[src/rtl/regfile_dbg_pkg.sv]
// rtl/regfile_dbg_pkg.sv - shared op encodings, state enum and width defaults for the regfile debug port
package regfile_dbg_pkg;

   localparam int DEF_DATA_W = 8;
   localparam int DEF_SEL_W  = 2;

   localparam logic [1:0] OP_NOP   = 2'b00;
   localparam logic [1:0] OP_WRITE = 2'b01;
   localparam logic [1:0] OP_READ  = 2'b10;
   localparam logic [1:0] OP_DUMP  = 2'b11;

   typedef enum logic [2:0] {
      ST_IDLE,
      ST_WR,
      ST_RD_SEL,
      ST_EMIT_A,
      ST_EMIT_B
   } state_t;

endpackage

[src/rtl/regfile_debug_port.sv]
// rtl/regfile_debug_port.sv - command-driven initiator that writes, reads and dumps the 4x8 register file
module regfile_debug_port
   import regfile_dbg_pkg::*;
#(
   parameter int DATA_W = DEF_DATA_W,
   parameter int SEL_W  = DEF_SEL_W
) (
   input  logic              clk,
   input  logic              reset,
   input  logic              cmd_valid,
   output logic              cmd_ready,
   input  logic [1:0]        cmd_op,
   input  logic [SEL_W-1:0]  cmd_reg_a,
   input  logic [SEL_W-1:0]  cmd_reg_b,
   input  logic [DATA_W-1:0] cmd_data,
   output logic              rf_write_en,
   output logic [SEL_W-1:0]  rf_write_sel,
   output logic [DATA_W-1:0] rf_input_data,
   output logic [SEL_W-1:0]  rf_port_a_sel,
   output logic [SEL_W-1:0]  rf_port_b_sel,
   input  logic [DATA_W-1:0] rf_port_a_data,
   input  logic [DATA_W-1:0] rf_port_b_data,
   output logic              out_valid,
   input  logic              out_ready,
   output logic [DATA_W-1:0] out_data,
   output logic              out_last,
   output logic              busy
);

   state_t              state_q, state_d;
   logic [1:0]          op_q;
   logic [SEL_W-1:0]    reg_a_q, reg_b_q;
   logic [DATA_W-1:0]   data_q, buf_a_q, buf_b_q;
   logic                p_q;
   logic                last_pair;

   // A READ is a single pair; a DUMP finishes on its second pair.
   assign last_pair = (op_q != OP_DUMP) || p_q;

   always_ff @(posedge clk) begin
      if (!reset) begin
         state_q <= ST_IDLE;
         op_q    <= OP_NOP;
         reg_a_q <= '0;
         reg_b_q <= '0;
         data_q  <= '0;
         p_q     <= 1'b0;
         buf_a_q <= '0;
         buf_b_q <= '0;
      end else begin
         state_q <= state_d;
         case (state_q)
            ST_IDLE: begin
               if (cmd_valid) begin
                  op_q    <= cmd_op;
                  reg_a_q <= cmd_reg_a;
                  reg_b_q <= cmd_reg_b;
                  data_q  <= cmd_data;
                  p_q     <= 1'b0;
               end
            end
            ST_RD_SEL: begin
               buf_a_q <= rf_port_a_data;
               buf_b_q <= rf_port_b_data;
            end
            ST_EMIT_B: begin
               if (out_ready && !last_pair) p_q <= 1'b1;
            end
            default: ;
         endcase
      end
   end

   always_comb begin
      state_d = state_q;
      case (state_q)
         ST_IDLE: begin
            if (cmd_valid) begin
               case (cmd_op)
                  OP_WRITE: state_d = ST_WR;
                  OP_READ:  state_d = ST_RD_SEL;
                  OP_DUMP:  state_d = ST_RD_SEL;
                  default:  state_d = ST_IDLE;
               endcase
            end
         end
         ST_WR:     state_d = ST_IDLE;
         ST_RD_SEL: state_d = ST_EMIT_A;
         ST_EMIT_A: if (out_ready) state_d = ST_EMIT_B;
         ST_EMIT_B: if (out_ready) state_d = last_pair ? ST_IDLE : ST_RD_SEL;
         default:   state_d = ST_IDLE;
      endcase
   end

   // Outputs are gated by reset so nothing leaks out during the reset cycle itself.
   always_comb begin
      cmd_ready     = 1'b0;
      rf_write_en   = 1'b0;
      rf_write_sel  = '0;
      rf_input_data = '0;
      rf_port_a_sel = '0;
      rf_port_b_sel = '0;
      out_valid     = 1'b0;
      out_data      = '0;
      out_last      = 1'b0;
      busy          = 1'b0;
      if (reset) begin
         busy = (state_q != ST_IDLE);
         case (state_q)
            ST_IDLE: cmd_ready = 1'b1;
            ST_WR: begin
               rf_write_en   = 1'b1;
               rf_write_sel  = reg_a_q;
               rf_input_data = data_q;
            end
            ST_RD_SEL: begin
               if (op_q == OP_DUMP) begin
                  rf_port_a_sel = SEL_W'({p_q, 1'b0});
                  rf_port_b_sel = SEL_W'({p_q, 1'b1});
               end else begin
                  rf_port_a_sel = reg_a_q;
                  rf_port_b_sel = reg_b_q;
               end
            end
            ST_EMIT_A: begin
               out_valid = 1'b1;
               out_data  = buf_a_q;
            end
            ST_EMIT_B: begin
               out_valid = 1'b1;
               out_data  = buf_b_q;
               out_last  = last_pair;
            end
            default: ;
         endcase
      end
   end

endmodule

[config.mk]
export PLATFORM = sky130hd
export DESIGN_NAME = regfile_debug_port
export DESIGN_NICKNAME = d
export VERILOG_FILES = /design/src/rtl/regfile_dbg_pkg.sv /design/src/rtl/regfile_debug_port.sv
export SDC_FILE = /design/constraint.sdc
export NUM_CORES = 1
export LEC_CHECK = 0
export ABC_AREA = 1
export BUFFER_PORTS_ARGS = -buffer_cell sky130_fd_sc_hd__buf_2
export CORE_MARGIN = 2
export CORE_UTILIZATION = 35
export CTS_BUF_LIST = sky130_fd_sc_hd__clkbuf_16
export CTS_CLUSTER_DIAMETER = 120
export DETAILED_ROUTE_END_ITERATION = 6
export PLACE_DENSITY = 0.6
export SYNTH_ARGS = -nofsm -noshare
export SYNTH_HDL_FRONTEND = slang
export SYNTH_SLANG_ARGS = --single-unit
export TNS_END_PERCENT = 20
[constraint.sdc]
create_clock -name clk -period 2.7 [get_ports clk]
set_input_delay 0.135 -clock clk [delete_from_list [all_inputs] [get_ports clk]]
set_output_delay 0.135 -clock clk [all_outputs]
set_load 0.03 [all_outputs]
==> impl_results.md, run 1 <==
* Area fraction in compound gates after synthesis at between 20% and 30%
* Met2 routed WL at between 1500 and 2000 um
* Top-level I/O count at approximately 60
* Final setup fails at 0
* Pre-antenna DRT Iters at 4
* I/O Buffers at 60
* Fraction of synthesized area in multiplexers at 0%
* Fill cells at 450
* Die area at 4860 sq um
* Worst setup SP type: flip-flop
* CTS Buf Count at 5
* Hold-critical path depth at 3
* Pin count of the biggest net entering global routing at 33
* Final net count at 302
* ANT nets after route at 0
* Setup ws final at a little over 800 ps
* CP max stage delay at 410 ps
* Slew @ Worst Pin at ~550 ps
* Synth unique cells at 25
* Postcts setup bufs at 0
* Part of the power in combinational logic at between 15 and 20%
* CTS Root Buffer Type: clkbuf_16
* Register area share after synthesis at roughly 45%
* Max layer used: met4
* Clock Power Share at between 40 and 50%
* Worst path bufs/invs at 2
* DR WL/cell at roughly 11 um
* Kind of cell adding the most delay to the critical path: simple AND/OR/NAND/NOR gates
* Crit path cell chain: inv_1 -> nor2_2 -> nand3_1 -> a21oi_1 -> buf_2
* Synthesized Nets at about 240
* Via Count at between 1500 and 2000
* CTS Buffer Depth at 2
* Max-Cap Viols at 0
* Largest family of logic cells by synthesized area: compound AO/OA/AOI/OAI gates
* Die X at roughly 70 um
* Yosys reg bits at 34
* Worst slack, placed at just under 1000 ps
* # hold bufs at CTS at 0
* Cells after Synth at between 200 and 250
* Post-synthesis adder-cell area fraction at 0%
* Global route overflow at 0
* Critical Path Stages at 5
* Die Height at 69.72 um
* Reg2Reg Setup Slack at roughly 1400 ps
* Most frequent cells in the layout: buf_2, a21oi_1, dfxtp_1
* Crit Path Max Fanout at 12
* Number of global-route vias before repair at roughly 1400
* Pleak at 0.0009426 uW
* Hold Vio Cnt, Final at 0
* Slew HR at between 60% and 70%
* RD Place Congestion at between 0.7 and 0.8
* Fraction of layout cells with a size suffix above 1 at between 20% and 30%
* Non-Filler Instances at 319
* Switching share of power at between 20% and 30%
* Crit. End Element: output pin
* H-tree depth at 2
* Fmax at between 500 and 600 MHz
* Post-Syn Area at approximately 1500 sq um
* Final worst-path cycle share at between 60% and 70%
* Simple-gate share of the synthesized area at about a fifth
* Syn_area_per_cell at ~7.2 sq um
* Sequential share of power at 39.8%
* GRT Util Overall at between 10% and 20%
* Final Max Slew Viols at 0
* Clock sinks at 34
* Metal3 WL at 270 um
* First-pass GRT wire length at 6154 um
* Hold_ws at ~110 ps
* Logic depth of the worst register-to-register path at 4
* Routed length on met1 at 1788 um
* Antenna diodes at 0
* Core footprint at 4086 sq um
* Clock Skew at slightly below 4 ps
* Initial antenna violation count at 0
* Post-CTS Resized at 0
* Number of placed cells counting well taps at roughly 310
* Pint at roughly 1100 uW
* Iteration-0 DRC Markers at 59
* Status: complete, no violations
* Slowest-stage cell, CP: dfxtp_1
* HPWL Detailed at around 2600 um
* Clock-pin slew on the worst setup and hold paths at ~50 ps
* Pwr/cell area at 739.7 nW/um^2
* Vias/cell at roughly 4.7
* Data required, critical path at approximately 2600 ps
* Hold Crit Class: in2reg
* XOR/XNOR Fraction of Synth Area at 0%
* Yosys warning total at 0
* Setup CP Type: reg2out
* Commonest non-fill, non-tap cell in the layout: buf_2
* Unrepaired setup endpoints after global routing: no
* Min Tclk post-route at 1884 ps
* Syn-to-layout area delta at 31.37%
* Fin Setup TNS at 0 ps
* Worst-skew pair later-pin latency at 270 ps
* Net switching power at roughly 390 uW
* Residual DRC at 0
* TritonCTS clock tree: built
* Initial core utilization at 36.99%
* Routed WL at around 3600 um
* Rows at 23
* Critical Path AT at approximately 1800 ps
* Max VDD drop at roughly 0.00037 V
[sequential cells by signal, indices dropped and copies added, names as in the netlist]
| register | cells |
|---|---|
| reg_b_q | 2 |
| buf_a_q | 8 |
| state_q | 3 |
| buf_b_q | 8 |
| reg_a_q | 2 |
| op_q | 2 |
| data_q | 8 |
| p_q | 1 |
[power groups by stage]
| stage | combinational (uW) | clock, uW | sequential, uW |
|---|---|---|---|
| global route | 285 | 664 | 591 |
| floorplan | 197 | 0 | 590 |
| detailed placement | 253 | 0 | 595 |
| CTS | 253 | 641 | 585 |
| finish | 252 | 633 | 584 |
| global placement | 251 | 0 | 593 |
[area by class of cell]
cell class,instances,area (sq um),area share (%)
Multi-Input combinational cell,137,661.9,33.33
Clock inverter,3,40.04,2.016
Clock buffer,5,125.1,6.301
Tap cell,50,62.56,3.151
Timing Repair Buffer,60,300.3,15.12
Sequential cell,34,680.7,34.28
Inverter,30,115.1,5.797
[worst reg2reg max path, stage by stage, from the launching register on]
cell and delay [ps]:
dfxtp_1 410, inv_1 70, nor2_2 120, nand3_1 390, a21oi_1 260
[cells in the mapped netlist]
| cell type | number | area [sq um] |
|---|---|---|
| o21ai_1 | 3 | 15.01 |
| o211ai_1 | 1 | 7.510 |
| nand4_1 | 1 | 6.260 |
| nand3b_1 | 2 | 15.01 |
| nand2_4 | 1 | 11.26 |
| o22ai_1 | 8 | 50.05 |
| inv_4 | 1 | 6.260 |
| nor2_2 | 3 | 18.77 |
| clkbuf_1 | 2 | 7.510 |
| a21oi_2 | 1 | 8.760 |
| nand2_1 | 26 | 97.59 |
| clkinv_1 | 1 | 3.750 |
| nand2_2 | 3 | 18.77 |
| buf_1 | 1 | 3.750 |
| o21ai_0 | 14 | 70.07 |
| nand3_1 | 7 | 35.03 |
| dfxtp_1 | 34 | 680.7 |
| inv_2 | 1 | 3.750 |
| a21oi_1 | 35 | 175.2 |
| nor3_1 | 2 | 10.01 |
| inv_1 | 27 | 101.4 |
| o21ai_2 | 2 | 17.52 |
| buf_2 | 4 | 20.02 |
| buf_6 | 2 | 22.52 |
| nor2_1 | 28 | 105.1 |
[routing by layer]
| metal | track usage [%] | up-vias |
|---|---|---|
| li1 | - | 803 |
| met1 | 21.17 | 647 |
| met2 | 23.50 | 55 |
| met3 | 5.087 | 4 |
| met4 | 3.846 | 0 |
| met5 | 0 | - |
[through the flow]
stage / utilization, % / power (uW) / instance area [sq um]
after floorplan: - / 786.7 / 1511
after global placement: 44.55 / 843.5 / 1821
after detailed placement: 44.55 / 847.1 / 1821
after CTS: 48.59 / 1478 / 1986
after global routing: 48.59 / 1541 / 1986
final: 48.59 / 1469 / 1986
[logic make-up after synthesis]
family	Yosys count
compound gates	64
buf+inv	39
flops	34
simple gates	73
[worst paths after layout]
| path | start | endpoint |
|---|---|---|
| max | state_q[1]$_SDFFE_PN0P_ | rf_port_b_sel[0] |
| min reg2reg | data_q[7]$_SDFFE_PN0P_ | data_q[7]$_SDFFE_PN0P_ |
| min | rf_port_a_data[0] | buf_a_q[0]$_SDFFE_PN0N_ |
| max reg2reg | state_q[1]$_SDFFE_PN0P_ | buf_a_q[7]$_SDFFE_PN0N_ |
Note: power is estimated with default switching activity, not from simulation.
==> run 2, diff against run 1 <==
==> constraint.sdc (replaced) <==
create_clock -name clk -period 1.97 [get_ports clk]
set_input_delay 0.0985 -clock clk [delete_from_list [all_inputs] [get_ports clk]]
set_output_delay 0.0985 -clock clk [all_outputs]
set_load 0.03 [all_outputs]
==> run 2 against run 1 <==
Global-route usage down 0.91 points. Register-to-register slack worse by 720 ps. Sequential power up 37%. Critical path type unchanged. Highest routed layer unchanged. Die area unchanged. Routed wire length down 4.1%. Setup slack worse by 580 ps. Count of clock-buffer cells in the layout unchanged. Power up 28%. Critical path depth up 1. First-iteration DRC count down 20%. Cell count up 0.63%. Clock power up 15%.
==> impl_results.md, run 2 (synthesis results as in run 1) <==
* Setup ws final at ~240 ps
* Postcts setup bufs at 0
* Crit. End Element: output pin
* CP max stage delay at roughly 360 ps
* Global route overflow at 0
* Worst-skew pair later-pin latency at 270 ps
* Slew HR at about 70%
* Worst slack, placed at 529.9 ps
* ANT nets after route at 0
* I/O Buffers at 60
* Post-CTS Resized at 0
* Vias/cell at ~4.7
* Die area at between 4000 and 5000 sq um
* Initial antenna violation count at 0
* Fraction of layout cells with a size suffix above 1 at 29.89%
* Worst reg2reg endpoint: data_q[4]$_SDFFE_PN0P_
* Pin count of the biggest net entering global routing at 27
* Hold Crit Class: in2reg
* GRT Util Overall at 14.52%
* Met1 usage at 17.28%
* Worst setup SP type: flip-flop
* Pre-antenna DRT Iters at 4
* Final Max Slew Viols at 0
* Crit path capture: out_data[4]
* Top-level I/O count at 61
* Met2 Track Usage GR at 23.93%
* Rows at 23
* Crit Path Max Fanout at 9
* Clock Skew at roughly 2.5 ps
* Data required, critical path at 1870 ps
* Area occupied by registers at roughly 680 sq um
* Fmax at slightly below 600 MHz
* Iteration-0 DRC Markers at 47
* Status: complete, no violations
* TritonCTS clock tree: built
* Slew @ Worst Pin at approximately 420 ps
* Via Count at 1498
* Die Height at roughly 70 um
* Die X at between 60 and 70 um
* Syn-to-layout area delta at 30.79%
* Fin Setup TNS at 0 ps
* Critical Path AT at around 1600 ps
* Residual DRC at 0
* Unrepaired setup endpoints after global routing: no
* Post-route cell area at around 2000 sq um
* DR WL/cell at between 10 and 15 um
* First-pass GRT wire length at about 5700 um
* Setup CP Type: reg2out
* Worst r2r src: state_q[1]$_SDFFE_PN0P_
* Final worst-path cycle share at about nine tenths
* Core footprint at about 4100 sq um
* Multi-input gate area at between 600 and 700 sq um
* Most frequent cells in the layout: buf_2, a21oi_1, dfxtp_1
* Number of global-route vias before repair at 1302
* H-tree depth at 2
* Commonest non-fill, non-tap cell in the layout: buf_2
* Final net count at 304
* Pwr/cell area at ~950 nW/um^2
* Max VDD drop at between 0.0005 and 0.0006 V
* Initial core utilization at between 30 and 40%
* Cell mode on critical path: nor2_2
* Logic depth of the worst register-to-register path at 6
* Min Tclk post-route at between 1500 and 2000 ps
* Biggest regs: buf_a_q x8, buf_b_q x8, data_q x8
* HPWL Detailed at about 2500 um
* Hold Vio Cnt, Final at 0
* Crit path cell chain: nor2_2 -> inv_1 -> nor2_2 -> nand2_2 -> o22ai_1 -> buf_2
* Max-Cap Viols at 0
* Antenna diodes at 0
* Final setup fails at 0
* CTS Buf Count at 5
* Routed WL at between 3000 and 4000 um
* Met3 Use GR at between 4 and 5%
* Clock-pin slew on the worst setup and hold paths at around 50 ps
* CP Launch Point: state_q[1]$_SDFFE_PN0P_
* Fill cells at between 400 and 500
* RD Place Congestion at about 0.74
* Reg2Reg Setup Slack at approximately 660 ps
* CTS Buffer Depth at 2
* # hold bufs at CTS at 0
* Clock sinks at 34
* Post-placement cell area at 1836 sq um
* CTS Root Buffer Type: clkbuf_16
* Slowest-stage cell, CP: dfxtp_1
* Grt peak-use layer: met2
* Pleak at around 0.00094 uW
[run 2: cell types whose count changed in the layout (fill, tap and decap cells not counted)]
cell	change
clkinv_2	-1
clkinv_1	+1
bufinv_16	-1
buf_4	+2
clkinvlp_4	+1
[run 2: critical path, delay by kind of cell (launching register included)]
kind	cells	cell delay (ps)
AND/OR/NAND/NOR	3	520
flip-flops	1	360
buffers and inverters	2	310
AO/OA/AOI/OAI	1	170
[run 2: cell type report]
type                    instances  area share, %
repair buffers                 62          15.95
inverters                      30          5.823
clock inverters                 3         0.8228
clock buffers                   5          6.329
multi-input cells             137          33.48
flip-flops and latches         34          34.43
well taps                      50          3.165
[run 2: routing by layer]
layer / part of all wire, % / routed length [um]
met1: 47 / 1621
met2: 44 / 1516
met3: 7.3 / 255
met4: 2.3 / 80
met5: 0 / 0
[run 2: how the worst min path moves through the flow]
stage,slack [ps],depth (start not counted),start,end
2_1_floorplan,250,2,rf_port_a_data[0],buf_a_q[0]$_SDFFE_PN0N_
5_1_grt,90,3,rf_port_a_data[0],buf_a_q[0]$_SDFFE_PN0N_
4_1_cts,60,3,rf_port_a_data[0],buf_a_q[0]$_SDFFE_PN0N_
3_5_place_dp,350,3,rf_port_a_data[0],buf_a_q[0]$_SDFFE_PN0N_
6_report,70,3,rf_port_a_data[7],buf_a_q[7]$_SDFFE_PN0N_
3_3_place_gp,340,3,rf_port_a_data[1],buf_a_q[1]$_SDFFE_PN0N_
[run 2: per-stage QoR]
stage	std cells	total power, uW	hold WS (ps)	utilization, %
floorplan	210	1078	247.2	-
global placement	313	1160	343.7	44.92
detailed placement	313	1164	348.2	44.92
CTS	321	1908	61.12	48.38
global route	321	1991	88.01	48.38
finish	321	1876	67.69	48.38
[run 2: where the power goes]
part / switching, uW / internal (uW) / total, uW
logic: 229 / 116 / 346
registers: 27.2 / 772 / 799
clock network: 271 / 460 / 731
total: 528 / 1350 / 1880
==> run 3, diff against run 2 <==
--- a/config.mk
+++ b/config.mk
@@ -12,7 +12,8 @@
 export CTS_BUF_LIST = sky130_fd_sc_hd__clkbuf_16
 export CTS_CLUSTER_DIAMETER = 120
 export DETAILED_ROUTE_END_ITERATION = 6
-export PLACE_DENSITY = 0.6
+export MAX_ROUTING_LAYER = met4
+export PLACE_DENSITY = 0.62
 export SYNTH_ARGS = -nofsm -noshare
 export SYNTH_HDL_FRONTEND = slang
 export SYNTH_SLANG_ARGS = --single-unit
==> constraint.sdc (replaced) <==
create_clock -name clk -period 1.5 [get_ports clk]
set_input_delay 0.075 -clock clk [delete_from_list [all_inputs] [get_ports clk]]
set_output_delay 0.075 -clock clk [all_outputs]
set_load 0.03 [all_outputs]
==> run 3 against run 2 <==
Die area unchanged. Setup slack got worse by 230 ps. First-iteration DRC count increased by 15%. Global-route usage increased by 2.8 points. Clock power increased by 31%. Critical path type unchanged. Largest cell class is now multi-input gates.
==> impl_results.md, run 3 (synthesis results as in run 1) <==
* Worst-skew pair later-pin latency at ~280 ps
* Initial antenna violation count at 0
* Biggest regs: buf_a_q x8, buf_b_q x8, data_q x8
* Clock sinks at 34
* Residual DRC at 0
* Core footprint at between 4000 and 5000 sq um
* Worst setup SP type: flip-flop
* ANT nets after route at 0
* Pleak at a little over 0.001 uW
* Crit Path Max Fanout at 6
* Clock-pin slew on the worst setup and hold paths at 60 ps
* Unrepaired setup endpoints after global routing: yes
* Via Count at ~1600
* Metal3 WL at 300 um
* Fraction of layout cells with a size suffix above 1 at about 41%
* Data required, critical path at approximately 1400 ps
* First-pass GRT wire length at between 6000 and 7000 um
* Hold_ws at roughly 47 ps
* Routed WL at 4135 um
* Sequential share of power at roughly two fifths
* Slew @ Worst Pin at ~460 ps
* Setup CP Type: reg2out
* H-tree depth at 2
* Rows at 23
* Max VDD drop at between 0.0007 and 0.0008 V
* Syn-to-layout area delta at 51.32%
* Number of global-route vias before repair at ~1500
* GRT Util Overall at between 10% and 20%
* Status: complete, no violations
* Post-placement cell area at about 1800 sq um
* Global route overflow at 0
* HPWL Detailed at between 2000 and 3000 um
* CTS Buffer Depth at 2
* I/O Buffers at 60
* Die X at between 60 and 70 um
* Die Height at around 70 um
* Pint at approximately 1800 uW
* Final setup fails at 0
* Final Max Slew Viols at 0
* Pwr/cell area at between 1000 and 1500 nW/um^2
* Most frequent cells in the layout: buf_2, a21oi_1, dfxtp_1
* Clock Power Share at a little under two fifths
* Crit. End Element: output pin
* Iteration-0 DRC Markers at 54
* Die area at roughly 4900 sq um
* Fmax at 670.8 MHz
* Slew HR at 69.51%
* Net switching power at 760.9 uW
* Top-level I/O count at 61
* Final net count at a little over 300
* Max layer used: met4
* TritonCTS clock tree: built
* Hold Crit Class: in2reg
* DR WL/cell at between 10 and 15 um
* RD Place Congestion at approximately 0.77
* # hold bufs at CTS at 0
* Met2 routed WL at 1856 um
* Commonest non-fill, non-tap cell in the layout: buf_2
* CTS Root Buffer Type: clkbuf_16
* Hold-critical path depth at 3
* Part of the power in combinational logic at between 20% and 30%
* Power Total at about 2600 uW
* Switching share of power at between 20% and 30%
* Min Tclk post-route at 1491 ps
* Final worst-path cycle share at 99.38%
* Post-route cell area at between 2000 and 2500 sq um
* Logic depth of the worst register-to-register path at 5
* Clock Skew at between 6 and 7 ps
* Antenna diodes at 0
* Routed length on met1 at between 1500 and 2000 um
* Max-Cap Viols at 0
* Vias/cell at between 4 and 5
* Pre-antenna DRT Iters at 4
* Hold Vio Cnt, Final at 0
* Initial core utilization at a little under two fifths
* CTS Buf Count at 5
* Critical Path AT at 1420 ps
* Pin count of the biggest net entering global routing at 27
-- run 3: layer usage --
metal  vias up  GRT usage, %
met5         -             -
met4         0         6.838
met3         5         4.797
met2        63         26.50
met1       716         21.75
li1        817             -
-- run 3: power groups by stage --
stage / clock, uW / sequential (uW) / combinational [uW]
floorplan: 0 / 1060 / 354
global placement: 0 / 1070 / 461
detailed placement: 0 / 1070 / 464
CTS: 979 / 1060 / 502
global route: 1010 / 1070 / 614
finish: 959 / 1060 / 550
-- run 3: worst paths after layout --
check | startpoint | endpoint | slack [ps]
worst max-delay path | state_q[0]$_SDFFE_PN0P_ | rf_input_data[1] | 9
worst min-delay path | rf_port_a_data[6] | buf_a_q[6]$_SDFFE_PN0N_ | 50
worst max register to register | state_q[1]$_SDFFE_PN0P_ | buf_b_q[1]$_SDFFE_PN0N_ | 130
worst min register to register | data_q[0]$_SDFFE_PN0P_ | data_q[0]$_SDFFE_PN0P_ | 450
-- run 3: repair_timing --
action                     in CTS  in global routing
cloned                          2                  0
gates resized for setup        32                 56
buffers inserted                1                  1
pin swaps                       3                  3
setup endpoints to repair      21                 25
-- run 3: area by class of cell --
class / instances / area [sq um]
clock buffers: 5 / 125.1
clock inverters: 3 / 12.51
fillers: 406 / 1799
inverters: 30 / 117.6
multi-input cells: 139 / 814.5
flip-flops and latches: 34 / 691.9
well taps: 50 / 62.56
repair buffers: 65 / 462.9
-- run 3: stage by stage --
stage / cells / utilization [%] / worst slack, ps / TNS, ps
final: 326 / 55.97 / 9.315 / 0
after global placement: 314 / 45.10 / 83.40 / 0
after detailed placement: 314 / 45.10 / 68.93 / 0
after floorplan: 210 / - / 92.61 / 0
after CTS: 325 / 51.26 / -11.97 / -27.50
after global routing: 326 / 55.97 / -86.21 / -1054
-- run 3: worst max-delay path, stage by stage (launching register included) --
cell	delay [ps]
dfxtp_4	380
inv_4	60
nor3_4	280
nand2_4	150
nor2_2	130
buf_6	140
